[config.mk]
export PLATFORM = sky130hd
export DESIGN_NAME = display_scan_controller
export DESIGN_NICKNAME = d
export VERILOG_FILES = /design/src/rtl/display_scan_controller.sv
export SDC_FILE = /design/constraint.sdc
export NUM_CORES = 1
export LEC_CHECK = 0
export BUFFER_PORTS_ARGS = -buffer_cell sky130_fd_sc_hd__buf_2
export CAP_MARGIN = 30
export CORE_AREA = 2 2 87 89
export CTS_CLUSTER_SIZE = 8
export DETAILED_ROUTE_END_ITERATION = 8
export DIE_AREA = 0 0 89 91
export GPL_TIMING_DRIVEN = 1
export PLACE_DENSITY = 0.77
export SYNTH_ARGS = -nofsm -noshare
export SYNTH_HDL_FRONTEND = slang
export SYNTH_SLANG_ARGS = --single-unit
[constraint.sdc]
create_clock -name clk -period 2.8 [get_ports clk]
set_input_delay 0.28 -clock clk [delete_from_list [all_inputs] [get_ports clk]]
set_output_delay 0.28 -clock clk [all_outputs]
set_load 0.05 [all_outputs]
[src/rtl/display_scan_controller.sv]
// Time-multiplexed 7-segment scanner: sign position plus NUM_DIGITS BCD digits,
// frame-aligned value updates, leading-zero blanking and invalid-digit flagging.
module display_scan_controller #(
  parameter int NUM_DIGITS  = 3,
  parameter int NUM_AN      = 8,
  parameter int REFRESH_DIV = 100000
) (
  input  logic                    clk,
  input  logic                    reset,
  input  logic [4*NUM_DIGITS-1:0] input_bcd,
  input  logic [4*NUM_DIGITS-1:0] alu_bcd,
  input  logic                    input_sign,
  input  logic                    alu_sign,
  input  logic                    result_sel,
  input  logic                    blank_lz,
  input  logic                    load,
  output logic [6:0]              seg,
  output logic [NUM_AN-1:0]       AN,
  output logic                    frame_tick,
  output logic                    bcd_err
);

  localparam int PS_W  = $clog2(REFRESH_DIV);
  localparam int POS_W = $clog2(NUM_DIGITS + 1);
  localparam logic [PS_W-1:0]  PS_LAST  = PS_W'(REFRESH_DIV - 1);
  localparam logic [POS_W-1:0] POS_LAST = POS_W'(NUM_DIGITS);

  // 7448-style decode; codes 10-15 are shown blank and flagged separately.
  function automatic logic [6:0] bcd_to_seg(input logic [3:0] d);
    logic [6:0] s;
    case (d)
      4'd0:    s = 7'b1111110;
      4'd1:    s = 7'b0110000;
      4'd2:    s = 7'b1101101;
      4'd3:    s = 7'b1111001;
      4'd4:    s = 7'b0110011;
      4'd5:    s = 7'b1011011;
      4'd6:    s = 7'b1011111;
      4'd7:    s = 7'b1110000;
      4'd8:    s = 7'b1111111;
      4'd9:    s = 7'b1111011;
      default: s = 7'b0000000;
    endcase
    return s;
  endfunction

  logic [PS_W-1:0]         prescaler_reg, prescaler_next;
  logic [POS_W-1:0]        pos_reg, pos_next;
  logic [4*NUM_DIGITS-1:0] pending_bcd_reg, pending_bcd_next;
  logic                    pending_sign_reg, pending_sign_next;
  logic                    pending_blank_reg, pending_blank_next;
  logic                    pending_valid_reg, pending_valid_next;
  logic [4*NUM_DIGITS-1:0] active_bcd_reg, active_bcd_next;
  logic                    active_sign_reg, active_sign_next;
  logic                    active_blank_reg, active_blank_next;
  logic [6:0]              seg_reg, seg_next;
  logic [NUM_AN-1:0]       an_reg, an_next;
  logic                    frame_tick_reg;
  logic                    bcd_err_reg, bcd_err_next;

  logic                    at_terminal;
  logic                    frame_boundary;
  logic [4*NUM_DIGITS-1:0] load_bcd;
  logic                    load_sign;

  assign at_terminal    = (prescaler_reg == PS_LAST);
  assign frame_boundary = at_terminal && (pos_reg == POS_LAST);
  assign load_bcd       = result_sel ? alu_bcd : input_bcd;
  assign load_sign      = result_sel ? alu_sign : input_sign;

  always_comb begin
    prescaler_next = prescaler_reg + 1'b1;
    pos_next       = pos_reg;
    if (at_terminal) begin
      prescaler_next = '0;
      pos_next       = (pos_reg == POS_LAST) ? '0 : pos_reg + 1'b1;
    end
  end

  // Loads park in pending and land on the frame boundary, so a frame is
  // always drawn from one value; a load on the boundary itself goes straight in.
  always_comb begin
    pending_bcd_next   = pending_bcd_reg;
    pending_sign_next  = pending_sign_reg;
    pending_blank_next = pending_blank_reg;
    pending_valid_next = pending_valid_reg;
    active_bcd_next    = active_bcd_reg;
    active_sign_next   = active_sign_reg;
    active_blank_next  = active_blank_reg;
    if (load && frame_boundary) begin
      active_bcd_next    = load_bcd;
      active_sign_next   = load_sign;
      active_blank_next  = blank_lz;
      pending_valid_next = 1'b0;
    end else if (load) begin
      pending_bcd_next   = load_bcd;
      pending_sign_next  = load_sign;
      pending_blank_next = blank_lz;
      pending_valid_next = 1'b1;
    end else if (frame_boundary && pending_valid_reg) begin
      active_bcd_next    = pending_bcd_reg;
      active_sign_next   = pending_sign_reg;
      active_blank_next  = pending_blank_reg;
      pending_valid_next = 1'b0;
    end
  end

  // Per-digit view of the active value; nibble index 0 is the LSD.
  logic [NUM_DIGITS-1:0] nib_zero;
  logic [NUM_DIGITS-1:0] nib_bad;
  logic [NUM_DIGITS-1:0] lead_zero;
  logic [6:0]            digit_seg [NUM_DIGITS];
  logic [6:0]            sign_seg;

  generate
    for (genvar gi = 0; gi < NUM_DIGITS; gi++) begin : g_digit
      logic [3:0] nibble;
      assign nibble       = active_bcd_reg[4*gi +: 4];
      assign nib_zero[gi] = (nibble == 4'd0);
      assign nib_bad[gi]  = (nibble > 4'd9);
      if (gi == 0) begin : g_lsd
        assign digit_seg[gi] = bcd_to_seg(nibble);
      end else begin : g_upper
        assign digit_seg[gi] = (active_blank_reg && lead_zero[gi]) ? 7'b0000000
                                                                   : bcd_to_seg(nibble);
      end
    end
  endgenerate

  // lead_zero[i]: nibble i and every more significant nibble are zero.
  always_comb begin
    logic zero_run;
    lead_zero = '0;
    zero_run  = 1'b1;
    for (int i = NUM_DIGITS - 1; i >= 0; i--) begin
      zero_run     = zero_run & nib_zero[i];
      lead_zero[i] = zero_run;
    end
  end

  assign sign_seg     = (active_sign_reg && (|active_bcd_reg)) ? 7'b0000001 : 7'b0000000;
  assign bcd_err_next = |nib_bad;

  always_comb begin
    seg_next = 7'b0000000;
    if (pos_reg == '0) begin
      seg_next = sign_seg;
    end else begin
      for (int i = 0; i < NUM_DIGITS; i++) begin
        if (pos_reg == POS_W'(NUM_DIGITS - i)) seg_next = digit_seg[i];
      end
    end
  end

  // Anode NUM_DIGITS is the sign position, anode 0 the LSD; spare anodes stay off.
  generate
    for (genvar gi = 0; gi < NUM_AN; gi++) begin : g_anode
      if (gi <= NUM_DIGITS) begin : g_used
        assign an_next[gi] = (pos_reg == POS_W'(NUM_DIGITS - gi));
      end else begin : g_unused
        assign an_next[gi] = 1'b0;
      end
    end
  endgenerate

  always_ff @(posedge clk) begin
    if (reset) begin
      prescaler_reg     <= '0;
      pos_reg           <= '0;
      pending_bcd_reg   <= '0;
      pending_sign_reg  <= 1'b0;
      pending_blank_reg <= 1'b0;
      pending_valid_reg <= 1'b0;
      active_bcd_reg    <= '0;
      active_sign_reg   <= 1'b0;
      active_blank_reg  <= 1'b0;
      seg_reg           <= 7'b0000000;
      an_reg            <= '0;
      frame_tick_reg    <= 1'b0;
      bcd_err_reg       <= 1'b0;
    end else begin
      prescaler_reg     <= prescaler_next;
      pos_reg           <= pos_next;
      pending_bcd_reg   <= pending_bcd_next;
      pending_sign_reg  <= pending_sign_next;
      pending_blank_reg <= pending_blank_next;
      pending_valid_reg <= pending_valid_next;
      active_bcd_reg    <= active_bcd_next;
      active_sign_reg   <= active_sign_next;
      active_blank_reg  <= active_blank_next;
      seg_reg           <= seg_next;
      an_reg            <= an_next;
      frame_tick_reg    <= frame_boundary;
      bcd_err_reg       <= bcd_err_next;
    end
  end

  assign seg        = seg_reg;
  assign AN         = an_reg;
  assign frame_tick = frame_tick_reg;
  assign bcd_err    = bcd_err_reg;

endmodule

==> run_summary.xml <==
<?xml version="1.0" encoding="UTF-8"?>
<metrics>
  <group name="status">
    <metric name="run_status" unit="">completed</metric>
  </group>
  <group name="worst_setup_path">
    <metric name="critical_path.endpoint_type" unit="">flop</metric>
    <metric name="ws_path_type" unit="">reg2reg</metric>
    <metric name="arrival" unit="ns">2.89</metric>
    <metric name="worstPathMaxFanout" unit="">11</metric>
    <metric name="worst_ep_required_time" unit="ns">3.09</metric>
    <metric name="critical_path.startpoint_type" unit="">flop</metric>
  </group>
  <group name="drt">
    <metric name="drt-pass1-iter-count" unit="">4</metric>
    <metric name="drt.antenna.violating_nets" unit="">0</metric>
    <metric name="routed_wl" unit="mm">8.41</metric>
    <metric name="drtIter0Drc" unit="">129</metric>
    <metric name="detail_route.vias_per_cell" unit="">5.57</metric>
    <metric name="wire_per_inst" unit="um">14.4</metric>
    <metric name="dr_total_vias" unit="">3259</metric>
    <metric name="remaining_drc_errors" unit="">0</metric>
  </group>
  <group name="timing">
    <metric name="report.final.slew_viol_count" unit="">0</metric>
    <metric name="finClkSkew" unit="ns">0.0141</metric>
    <metric name="number_of_endpoints_with_negative_hold_slack_in_the_final_report" unit="">0</metric>
    <metric name="final.min_clock_period" unit="ns">2.60</metric>
    <metric name="finalWorstSetupSlack" unit="ns">0.204</metric>
    <metric name="setup_violations" unit="">0</metric>
    <metric name="timing_worst_slew_pin_value" unit="ns">0.888</metric>
    <metric name="clock.fmax" unit="MHz">385</metric>
    <metric name="max_slew_margin" unit="%">40.8</metric>
    <metric name="final_worst_path_cycle_share" unit="%">92.7</metric>
  </group>
  <group name="placement">
    <metric name="dpl.hpwl" unit="mm">6.21</metric>
    <metric name="port_buffers" unit="">43</metric>
    <metric name="dpl_worst_slack" unit="ns">0.113</metric>
    <metric name="routabilityCongestion" unit="">0.855</metric>
    <metric name="cell_area_after_placement" unit="um^2">4280</metric>
  </group>
  <group name="worst_hold_path">
    <metric name="worstHoldPathType" unit="">in2reg</metric>
  </group>
  <group name="logic_synthesis">
    <metric name="number_of_warnings_printed_during_yosys_synthesis" unit="">0</metric>
    <metric name="synth-adder-area-share" unit="%">7.17</metric>
    <metric name="synth_top_family_by_area" unit="">compound AO/OA/AOI/OAI gates</metric>
    <metric name="synth_compound_gate_area_share" unit="%">19.5</metric>
    <metric name="synth.area.top_cells" unit="">sky130_fd_sc_hd__dfxtp_1 41%, sky130_fd_sc_hd__ha_1 7.2%, sky130_fd_sc_hd__mux2i_1 5.0%, sky130_fd_sc_hd__o21ai_0 4.9%, sky130_fd_sc_hd__a211oi_1 3.7%</metric>
    <metric name="synth-simple-area-share" unit="%">16.4</metric>
    <metric name="synth_sequential_area_ratio" unit="%">40.9</metric>
    <metric name="synth-edff-count" unit="">0</metric>
    <metric name="synth.top_cell.area_share" unit="%">40.9</metric>
    <metric name="ys_async_sr_fraction" unit="%">0</metric>
    <metric name="post-synth-top-area-cell" unit="">sky130_fd_sc_hd__dfxtp_1</metric>
    <metric name="most_used_standard_cell_by_instance_count_after_synthesis" unit="">sky130_fd_sc_hd__dfxtp_1</metric>
    <metric name="multiplexer_fraction_of_the_synthesized_cell_area" unit="%">6.67</metric>
    <metric name="post_synthesis_cell_count" unit="">445</metric>
    <metric name="synth_commonest_cells" unit="">82 x sky130_fd_sc_hd__dfxtp_1, 39 x sky130_fd_sc_hd__o21ai_0, 38 x sky130_fd_sc_hd__nor2_1</metric>
    <metric name="xor_xnor_fraction_of_synth_area" unit="%">3.93</metric>
    <metric name="synth_register_bits" unit="">82</metric>
    <metric name="average_footprint_of_a_synthesized_cell" unit="um^2">9.02</metric>
    <metric name="number_of_different_library_cells_in_the_post_synthesis_netlist" unit="">49</metric>
    <metric name="synth-main-ff-cell" unit="">sky130_fd_sc_hd__dfxtp_1</metric>
    <metric name="post_synth_instance_area" unit="um^2">4010</metric>
  </group>
  <group name="layout">
    <metric name="antenna_cells" unit="">0</metric>
    <metric name="flow.area_growth_from_synthesis" unit="%">12.0</metric>
    <metric name="finish.net_count" unit="">535</metric>
    <metric name="filler_cell_count" unit="">630</metric>
    <metric name="post-route-cell-area" unit="um^2">4500</metric>
    <metric name="drive_gt1_share" unit="%">18.5</metric>
  </group>
  <group name="global_route">
    <metric name="grt_antenna_before_repair" unit="">0</metric>
    <metric name="largest_net_degree_at_the_start_of_global_routing" unit="">30</metric>
    <metric name="grt_first_pass_wirelength" unit="mm">14.2</metric>
    <metric name="globalRouteTotalUtil" unit="%">22.3</metric>
    <metric name="grt_pass1_vias" unit="">3175</metric>
    <metric name="grt_overflow" unit="">0</metric>
  </group>
  <group name="clock_tree">
    <metric name="cts-htree-levels" unit="">3</metric>
    <metric name="post-cts-setup-buffers" unit="">0</metric>
    <metric name="cts-buffers-inserted" unit="">9</metric>
    <metric name="clock_tree_from_tritoncts" unit="">done</metric>
    <metric name="clock_tree.root_cell" unit="">sky130_fd_sc_hd__clkbuf_8</metric>
    <metric name="clk_path_buf_depth" unit="">2</metric>
    <metric name="clk_pin_slew_worst_paths" unit="ns">0.09</metric>
    <metric name="worstSkewPairLatency" unit="ns">0.36</metric>
    <metric name="cts_sinks" unit="">82</metric>
    <metric name="cts_hold_buf" unit="">0</metric>
  </group>
  <group name="die">
    <metric name="die_x" unit="um">89</metric>
    <metric name="floorplan.rows" unit="">31</metric>
    <metric name="dieArea" unit="um^2">8100</metric>
    <metric name="floorplan.initialDensity" unit="%">56.2</metric>
    <metric name="core_area" unit="um^2">7140</metric>
    <metric name="design.portCount" unit="">48</metric>
    <metric name="die_height" unit="um">91</metric>
  </group>
  <group name="run">
    <metric name="drv.max_cap_violation_count" unit="">0</metric>
  </group>
  <group name="power_and_ir_drop">
    <metric name="cellLeakagePower" unit="nW">1.86</metric>
    <metric name="irDropWorstVdd" unit="uV">297</metric>
    <metric name="power_per_cell_area" unit="nW/um^2">492</metric>
  </group>
</metrics>
[worst max-delay path: stages (launching register included)]
cell                        delay [ns]
sky130_fd_sc_hd__dfxtp_1          0.35
sky130_fd_sc_hd__ha_1             0.22
sky130_fd_sc_hd__and4_1           0.26
sky130_fd_sc_hd__and4_2           0.40
sky130_fd_sc_hd__o2111ai_1        0.18
sky130_fd_sc_hd__a21oi_1          0.30
sky130_fd_sc_hd__inv_1            0.16
sky130_fd_sc_hd__ha_1             0.24
sky130_fd_sc_hd__mux2_2           0.27
sky130_fd_sc_hd__o21ai_0          0.13
[per-layer routing]
metal / track usage [%] / routed length (um) / vias up / part of all wire [%]
met1: 26.1 / 3610 / 1540 / 43
met4: 9.45 / 194 / 0 / 2.3
li1: - / - / 1644 / -
met5: 0 / 0 / - / 0
met2: 38.0 / 4350 / 57 / 52
met3: 5.36 / 266 / 18 / 3.2
[placed cells by master, fill, tap and decap left out, types with 2 or more instances in the layout]
cell type / Yosys / final
sky130_fd_sc_hd__dfxtp_1: 82 / 82
sky130_fd_sc_hd__buf_2: 11 / 43
sky130_fd_sc_hd__nor2_1: 38 / 38
sky130_fd_sc_hd__o21ai_0: 39 / 36
sky130_fd_sc_hd__nand2_1: 32 / 32
sky130_fd_sc_hd__a21oi_1: 24 / 24
sky130_fd_sc_hd__ha_1: 23 / 23
sky130_fd_sc_hd__mux2i_1: 20 / 20
sky130_fd_sc_hd__a211oi_1: 20 / 20
sky130_fd_sc_hd__inv_1: 16 / 16
sky130_fd_sc_hd__nand3_1: 13 / 13
sky130_fd_sc_hd__xor2_1: 12 / 12
sky130_fd_sc_hd__clkbuf_8: 0 / 11
sky130_fd_sc_hd__o2111ai_1: 9 / 9
sky130_fd_sc_hd__buf_4: 6 / 9
sky130_fd_sc_hd__nor2b_1: 7 / 7
sky130_fd_sc_hd__a21o_1: 7 / 7
sky130_fd_sc_hd__or3_1: 6 / 6
sky130_fd_sc_hd__and2_1: 7 / 6
sky130_fd_sc_hd__mux2_2: 6 / 6
sky130_fd_sc_hd__xnor2_1: 6 / 6
sky130_fd_sc_hd__a221oi_1: 6 / 6
sky130_fd_sc_hd__or2_2: 5 / 5
sky130_fd_sc_hd__o21ai_1: 1 / 4
sky130_fd_sc_hd__conb_1: 1 / 4
sky130_fd_sc_hd__a21oi_2: 3 / 3
sky130_fd_sc_hd__o21a_1: 3 / 3
sky130_fd_sc_hd__o211ai_1: 3 / 3
sky130_fd_sc_hd__nand4_1: 3 / 3
sky130_fd_sc_hd__nand2b_1: 2 / 2
sky130_fd_sc_hd__or4_1: 2 / 2
sky130_fd_sc_hd__nor4_1: 2 / 2
[power breakdown]
group	total, mW	switching, mW	internal (mW)
Combinational	0.120	0.0747	0.0452
Sequential	1.20	0.0128	1.19
Clock	0.894	0.430	0.464
[kinds of logic after synthesis]
kind of cell	after synthesis
other cells	1
buf+inv	47
xor+xnor	18
flops	82
fa+ha+maj	23
simple gates	127
mux	26
compound gates	121
[path summary, 6_finish.rpt]
path | start | end | slack, ns | cells past startpoint
max | prescaler_reg[0] | digit_seg[20] | 0.20 | 9
min reg2reg | prescaler_reg[0] | prescaler_reg[0] | 0.45 | 1
max reg2reg | prescaler_reg[0] | digit_seg[20] | 0.20 | 9
min | blank_lz | pending_blank_reg | 0.17 | 3
[timing repair]
item / CTS / global route
gates resized for setup: 0 / 5
setup endpoints to repair: 0 / 15
endpoints found under the hold margin: 0 / 0
[stage by stage]
stage          total power [mW]  cells  utilization (%)  setup TNS [ns]  hold slack, ns
3_3_place_gp               1.34    569             60.0               0           0.431
4_1_cts                    2.22    585             63.0               0           0.173
6_report                   2.21    585             63.0               0           0.173
5_1_grt                    2.29    585             63.0        -0.00181           0.179
2_1_floorplan              1.31    448                -               0           0.360
3_5_place_dp               1.34    569             60.0               0           0.442
[area by class of cell]
class	count	area, um^2	area share (%)
repair buffers	52	283	6.29
flip-flops and latches	82	1640	36.5
multi-input cells	319	2170	48.3
clock inverters	5	60.1	1.34
clock buffers	11	151	3.37
well taps	99	124	2.75
inverters	17	63.8	1.42
(Power assumes the default switching activity.)
